## config.mk

```make
export PLATFORM = sky130hd
export DESIGN_NAME = pwm_gen
export DESIGN_NICKNAME = d
export VERILOG_FILES = /design/src/rtl/pwm_gen_pkg.sv /design/src/rtl/pwm_gen_permil_div.sv /design/src/rtl/pwm_gen.sv
export SDC_FILE = /design/constraint.sdc
export NUM_CORES = 1
export LEC_CHECK = 0
export ABC_AREA = 0
export CORE_MARGIN = 1.5
export CORE_UTILIZATION = 30
export DETAILED_ROUTE_END_ITERATION = 16
export HOLD_SLACK_MARGIN = 0.15
export SLEW_MARGIN = 20
export SYNTH_ARGS = -nofsm -noshare
export SYNTH_HDL_FRONTEND = slang
export SYNTH_SLANG_ARGS = --single-unit
```

## constraint.sdc

```tcl
create_clock -name clk -period 10.7 [get_ports clk]
set_input_delay 1.07 -clock clk [delete_from_list [all_inputs] [get_ports clk]]
set_output_delay 1.07 -clock clk [all_outputs]
set_load 0.01 [all_outputs]
```

## src/rtl/pwm_gen_pkg.sv

```systemverilog
// Shared constants and state encodings for the PWM generator and its
// per-mille divider.
package pwm_gen_pkg;

   localparam int DEN        = 1000;
   localparam int DUTY_W     = 10;
   localparam int MIN_PERIOD = 2;

   typedef enum logic [1:0] {
      DIV_IDLE = 2'd0,
      DIV_RUN  = 2'd1,
      DIV_DONE = 2'd2
   } div_state_e;

   typedef enum logic {
      STOP = 1'b0,
      RUN  = 1'b1
   } out_state_e;

endpackage

```

## src/rtl/pwm_gen_permil_div.sv

```systemverilog
// Restoring sequential divider by the fixed per-mille denominator.
// One quotient bit per cycle; quotient bits shift into the dividend register.
module permil_div
   import pwm_gen_pkg::*;
#(
   parameter int PW = 42
) (
   input  logic          clk,
   input  logic          rst_n,
   input  logic          start_i,
   input  logic [PW-1:0] dividend_i,
   output logic          busy_o,
   output logic          done_o,
   output logic [PW-1:0] quot_o
);

   localparam int BW = $clog2(PW);
   localparam logic [DUTY_W:0] DEN_V = (DUTY_W + 1)'(DEN);

   div_state_e        state_q, state_d;
   logic [PW-1:0]     acc_q, acc_d;
   logic [DUTY_W-1:0] rem_q, rem_d;
   logic [BW-1:0]     bit_q, bit_d;
   logic [DUTY_W:0]   trial_s;

   // Divider state and datapath registers
   always_ff @(posedge clk or negedge rst_n) begin
      if (!rst_n) begin
         state_q <= DIV_IDLE;
         acc_q   <= '0;
         rem_q   <= '0;
         bit_q   <= '0;
      end else begin
         state_q <= state_d;
         acc_q   <= acc_d;
         rem_q   <= rem_d;
         bit_q   <= bit_d;
      end
   end

   // Next-state logic; the remainder stays below DEN so it fits DUTY_W bits
   always_comb begin
      state_d = state_q;
      acc_d   = acc_q;
      rem_d   = rem_q;
      bit_d   = bit_q;
      trial_s = {rem_q, acc_q[PW-1]};
      case (state_q)
         DIV_IDLE: begin
            if (start_i) begin
               acc_d   = dividend_i;
               rem_d   = '0;
               bit_d   = BW'(PW - 1);
               state_d = DIV_RUN;
            end else begin
               state_d = DIV_IDLE;
            end
         end
         DIV_RUN: begin
            if (trial_s >= DEN_V) begin
               rem_d = DUTY_W'(trial_s - DEN_V);
               acc_d = {acc_q[PW-2:0], 1'b1};
            end else begin
               rem_d = trial_s[DUTY_W-1:0];
               acc_d = {acc_q[PW-2:0], 1'b0};
            end
            if (bit_q == '0) begin
               state_d = DIV_DONE;
            end else begin
               bit_d = bit_q - BW'(1);
            end
         end
         DIV_DONE: state_d = DIV_IDLE;
         default:  state_d = DIV_IDLE;
      endcase
   end

   assign busy_o = (state_q != DIV_IDLE);
   assign done_o = (state_q == DIV_DONE);
   assign quot_o = acc_q;

endmodule

```

## src/rtl/pwm_gen.sv

```systemverilog
// Programmable PWM source: sanitises period/duty, computes the high-time with
// permil_div and swaps configurations only at period boundaries.
module pwm_gen
   import pwm_gen_pkg::*;
#(
   parameter int CNT_W = 32
) (
   input  logic              clk,
   input  logic              rst_n,
   input  logic              enable,
   input  logic              load,
   input  logic [CNT_W-1:0]  period_in,
   input  logic [DUTY_W-1:0] duty_in,
   output logic              pwm_out,
   output logic              busy,
   output logic              cfg_pending,
   output logic              period_start,
   output logic [CNT_W-1:0]  high_cnt
);

   localparam int PW = CNT_W + DUTY_W;

   out_state_e       out_state_q, out_state_d;
   logic [CNT_W-1:0] cnt_q, cnt_d;
   logic [CNT_W-1:0] act_period_q, act_period_d, act_hc_q, act_hc_d;
   logic [CNT_W-1:0] pend_period_q, pend_period_d, pend_hc_q, pend_hc_d;
   logic [CNT_W-1:0] div_period_q;
   logic             cfg_pending_q, cfg_pending_d;
   logic             pwm_q, pwm_d, pstart_q, pstart_d;

   logic [CNT_W-1:0]  period_clamp_s, eff_period_s, eff_hc_s;
   logic [DUTY_W-1:0] duty_clamp_s;
   logic [PW-1:0]     product_s, quot_s;
   logic              start_s, div_busy_s, div_done_s, apply_s;

   assign period_clamp_s = (period_in < CNT_W'(MIN_PERIOD)) ? CNT_W'(MIN_PERIOD) : period_in;
   assign duty_clamp_s   = (duty_in > DUTY_W'(DEN)) ? DUTY_W'(DEN) : duty_in;
   assign product_s      = PW'(period_clamp_s) * PW'(duty_clamp_s);
   assign start_s        = load & ~div_busy_s;

   permil_div #(.PW(PW)) u_div (
      .clk        (clk),
      .rst_n      (rst_n),
      .start_i    (start_s),
      .dividend_i (product_s),
      .busy_o     (div_busy_s),
      .done_o     (div_done_s),
      .quot_o     (quot_s)
   );

   // Output FSM, active/pending configuration and registered outputs
   always_ff @(posedge clk or negedge rst_n) begin
      if (!rst_n) begin
         out_state_q   <= STOP;
         cnt_q         <= '0;
         act_period_q  <= CNT_W'(MIN_PERIOD);
         act_hc_q      <= '0;
         pend_period_q <= '0;
         pend_hc_q     <= '0;
         div_period_q  <= '0;
         cfg_pending_q <= 1'b0;
         pwm_q         <= 1'b0;
         pstart_q      <= 1'b0;
      end else begin
         out_state_q   <= out_state_d;
         cnt_q         <= cnt_d;
         act_period_q  <= act_period_d;
         act_hc_q      <= act_hc_d;
         pend_period_q <= pend_period_d;
         pend_hc_q     <= pend_hc_d;
         div_period_q  <= start_s ? period_clamp_s : div_period_q;
         cfg_pending_q <= cfg_pending_d;
         pwm_q         <= pwm_d;
         pstart_q      <= pstart_d;
      end
   end

   // A pending config is used already on the boundary cycle that applies it
   assign apply_s      = cfg_pending_q & ((out_state_q == STOP) | (cnt_q == '0));
   assign eff_period_s = apply_s ? pend_period_q : act_period_q;
   assign eff_hc_s     = apply_s ? pend_hc_q : act_hc_q;

   // Next-state logic; a finishing divide is recorded after the apply decision
   always_comb begin
      out_state_d   = out_state_q;
      cnt_d         = cnt_q;
      act_period_d  = act_period_q;
      act_hc_d      = act_hc_q;
      pend_period_d = pend_period_q;
      pend_hc_d     = pend_hc_q;
      cfg_pending_d = cfg_pending_q;
      pwm_d         = 1'b0;
      pstart_d      = 1'b0;
      if (apply_s) begin
         act_period_d  = pend_period_q;
         act_hc_d      = pend_hc_q;
         cfg_pending_d = 1'b0;
      end else begin
         cfg_pending_d = cfg_pending_q;
      end
      case (out_state_q)
         STOP: begin
            cnt_d = '0;
            if (enable) begin
               out_state_d = RUN;
               pstart_d    = 1'b1;
            end else begin
               out_state_d = STOP;
            end
         end
         RUN: begin
            if (!enable) begin
               out_state_d = STOP;
               cnt_d       = '0;
            end else begin
               pwm_d = (cnt_q < eff_hc_s);
               if (cnt_q >= eff_period_s - CNT_W'(1)) begin
                  cnt_d    = '0;
                  pstart_d = 1'b1;
               end else begin
                  cnt_d = cnt_q + CNT_W'(1);
               end
            end
         end
         default: out_state_d = STOP;
      endcase
      if (div_done_s) begin
         pend_period_d = div_period_q;
         pend_hc_d     = quot_s[CNT_W-1:0];
         cfg_pending_d = 1'b1;
      end else begin
         pend_period_d = pend_period_d;
      end
   end

   assign pwm_out      = pwm_q;
   assign busy         = div_busy_s;
   assign cfg_pending  = cfg_pending_q;
   assign period_start = pstart_q;
   assign high_cnt     = act_hc_q;

endmodule

```

==> impl_metrics.yaml <==
cts:
  ctsHoldBuffers: 0
  cts_max_path_buffers: 3
  cts_tree: "yes"
  clock-sinks: 256
  path_clk_slew_ns: 0.06
  cts-resized-gates: 0
  h-tree-depth: 1
  cts_setup_buffers: 0
  clkLatencyLatePin_ns: 0.55
  root_buffer: "clkbuf_16"
  numCtsBuffers: 28
setup_path:
  cp_max_fo: 33
  cpPeakStageDelay_ns: 0.70
  crit_buf_inv: 7
  cpMaxStageDelayCell: "nand2b_1"
  worstSetupPathType: "input pin to register"
  path_delay_family: "adder cells"
  setup.worst_path.start_class: "input pin"
  end_kind: "register"
  critical_path_required_ns: 11.18
  cp.arrival_ns: 9.16
placement:
  dp_hpwl_mm: 43.4
  pre_cts_ws_ns: 1.51
  place_congestion: 0.841
  io_buffers: 81
run:
  max_cap_violations: 0
power:
  fin_total_pwr_uw: 5120
  p_leak_uw: 0.0132
  p_per_area_nw_per_um2: 203
  peakVddDrop_v: 0.000149
layout:
  multi_input_area_um2: 14600
  layout_commonest_cell: "nand2_1"
  seqCellArea_um2: 6410
  fill_cells: 7599
  drive_above_1_share_pct: 6.86
  diodes: 0
  nNetsFinal: 2814
  layout_common_cells: "nand2_1, inv_1, dfrtp_1"
  area_growth_syn_to_layout_pct: 12.2
  finish.utilization_pct: 33.9
yosys:
  yosys.area_share.simple_pct: 17.9
  synth_fa_ha_area_share_pct: 29.4
  ys_seq_area_share_pct: 28.5
  async_flop_share_pct: 100
  synth-main-ff-cell: "dfrtp_1"
  ys_ff_latch: 256
  syn_nets: 2794
  yosys_warnings: 0
  synth_compound_area_share_pct: 8.49
  synth_xor_area_share_pct: 3.90
  muxShareOfSynthArea_pct: 5.28
  synth_top_family_by_area: "adder cells"
  synth_top_area_share_pct: 28.4
  syn_inst: 2364
  syn-cell-area_um2: 22400
  ys_types: 73
  synth_enable_flop_cells: 0
  synth.avg_cell_area_um2: 9.50
  yosys-top-cells-area: "dfrtp_1, fa_1, ha_1"
  yosysTopAreaCell: "dfrtp_1"
sta:
  max_clock_freq_ghz: 0.115
  hold_viol: 0
  period_needed_ns: 8.68
  finalSetupTns_ns: 0
  period_share_pct: 81.1
  slew_violations: 0
  rsz0062_at_grt: "false"
  worst_slack_ns: 2.02
  maxSlewHeadroom_pct: 32.1
  setup_violations: 0
  finClkSkew_ns: 0.0141
  worst_pin_slew_ns: 1.02
grt:
  overflow: 0
  grt_pass1_wl_mm: 95.3
  grt.total_usage_pct: 15.3
  grt_pass1_vias: 16600
  grt_antenna_before_repair: 0
  grt_max_degree: 115
floorplanning:
  row_count: 100
  start_util_pct: 30.3
  coreArea_um2: 74200
  die_w_um: 277
  ios: 82
  die_area_um2: 76500
  die_y_um: 277
detailed_routing:
  routed_wl_mm: 57.8
  antenna_left: 0
  initialDrtViolationCount: 1106
  wl_per_cell_um: 17.1
  routed_via_density: 4.84
  firstDrtPassIters: 8
  drcViolationCount: 0
  vias: 16300
worst_hold_path:
  hp-class: "register to register"
outcome:
  status: "finished, final reports clean"
-- logic make-up (layout without fill, tap and decap cells) --
logic type / Yosys count / count (layout)
AO/OA/AOI/OAI: 293 / 293
XOR/XNOR: 100 / 100
adder cells (fa/ha/maj): 384 / 384
buffers and inverters: 390 / 431
flip-flops: 256 / 256
multiplexers: 110 / 110
AND/OR/NAND/NOR: 831 / 831
-- through the flow --
stage          instance area [um^2]  std cells  hold WS, ns
6_report                      25200       3374        0.468
4_1_cts                       25200       3374        0.475
5_1_grt                       25200       3374        0.494
3_3_place_gp                  24300       3323        0.456
2_1_floorplan                 22400       2364        0.441
3_5_place_dp                  24300       3323        0.459
-- state kept, by name (all words and copies together) (netlist names) --
register / cells
u_div.quot_o: 42
act_period_q: 32
cnt_q: 32
div_period_q: 32
high_cnt: 32
pend_hc_q: 32
pend_period_q: 32
u_div.rem_q: 10
u_div.bit_q: 6
u_div.state_q: 2
cfg_pending: 1
out_state_q: 1
period_start: 1
pwm_out: 1
-- layer usage --
metal  wire length [um]  part of all wire, %  global-route usage, %
met5                  0                    0                      0
met4                756                  1.3                   2.55
met1              29600                   51                   23.7
met3               2980                  5.1                   1.96
met2              24500                   42                   22.9
-- layout make-up --
| cell class | count | share of cell area, % |
|---|---|---|
| Multi-Input combinational cell | 1718 | 58.0 |
| Sequential cell | 256 | 25.4 |
| Tap cell | 969 | 4.82 |
| Inverter | 274 | 4.09 |
| Timing Repair Buffer | 106 | 3.98 |
| Clock buffer | 38 | 3.22 |
| Clock inverter | 13 | 0.422 |
-- cells in the mapped netlist (54+ instances only) --
cell / count
mux2_2: 67
clkbuf_1: 101
nand2_1: 384
dfrtp_1: 255
ha_1: 146
o21ai_0: 72
a21oi_1: 59
and2_1: 141
inv_1: 274
fa_1: 238
xor2_1: 54
nor2_1: 90
-- worst register-to-register path: stages (launching register included) --
cell,delay [ns]
dfrtp_1,0.40
inv_1,0.15
ha_1,0.16
nor4b_2,0.29
nand4_1,0.19
o21ai_2,0.46
nand2_4,0.30
mux2i_1,0.37
ha_1,0.26
nand2_1,0.06
mux2i_1,0.20
nand2_1,0.20
nor3_1,0.43
nand2_1,0.13
xnor2_1,0.16
ha_1,0.21
a21o_1,0.18
a21o_1,0.17
a21oi_1,0.15
o21ai_0,0.12
a221oi_1,0.32
o41a_1,0.27
o211ai_1,0.10
buf_4,0.25
nor2_1,0.16
-- worst paths after layout --
path | from | to | slack, ns | cells past startpoint
worst max register to register | cnt_q[0] | cnt_q[11] | 4.93 | 24
min in group asynchronous | rst_n | high_cnt[11] | 0.61 | 1
max in group asynchronous | rst_n | pend_hc_q[28] | 8.72 | 2
worst min-delay path | div_period_q[21] | div_period_q[21] | 0.47 | 2
worst max-delay path | duty_in[7] | u_div.quot_o[29] | 2.02 | 27
worst min register to register | div_period_q[21] | div_period_q[21] | 0.47 | 2
-- report_power, final --
group	leakage, uW	internal, uW	total, uW	switching (uW)
logic	0.00931	1300	3190	1890
clock network	0.000453	555	959	404
registers	0.00345	969	970	0.900
No activity file was read; power rests on OpenSTA's default activity.
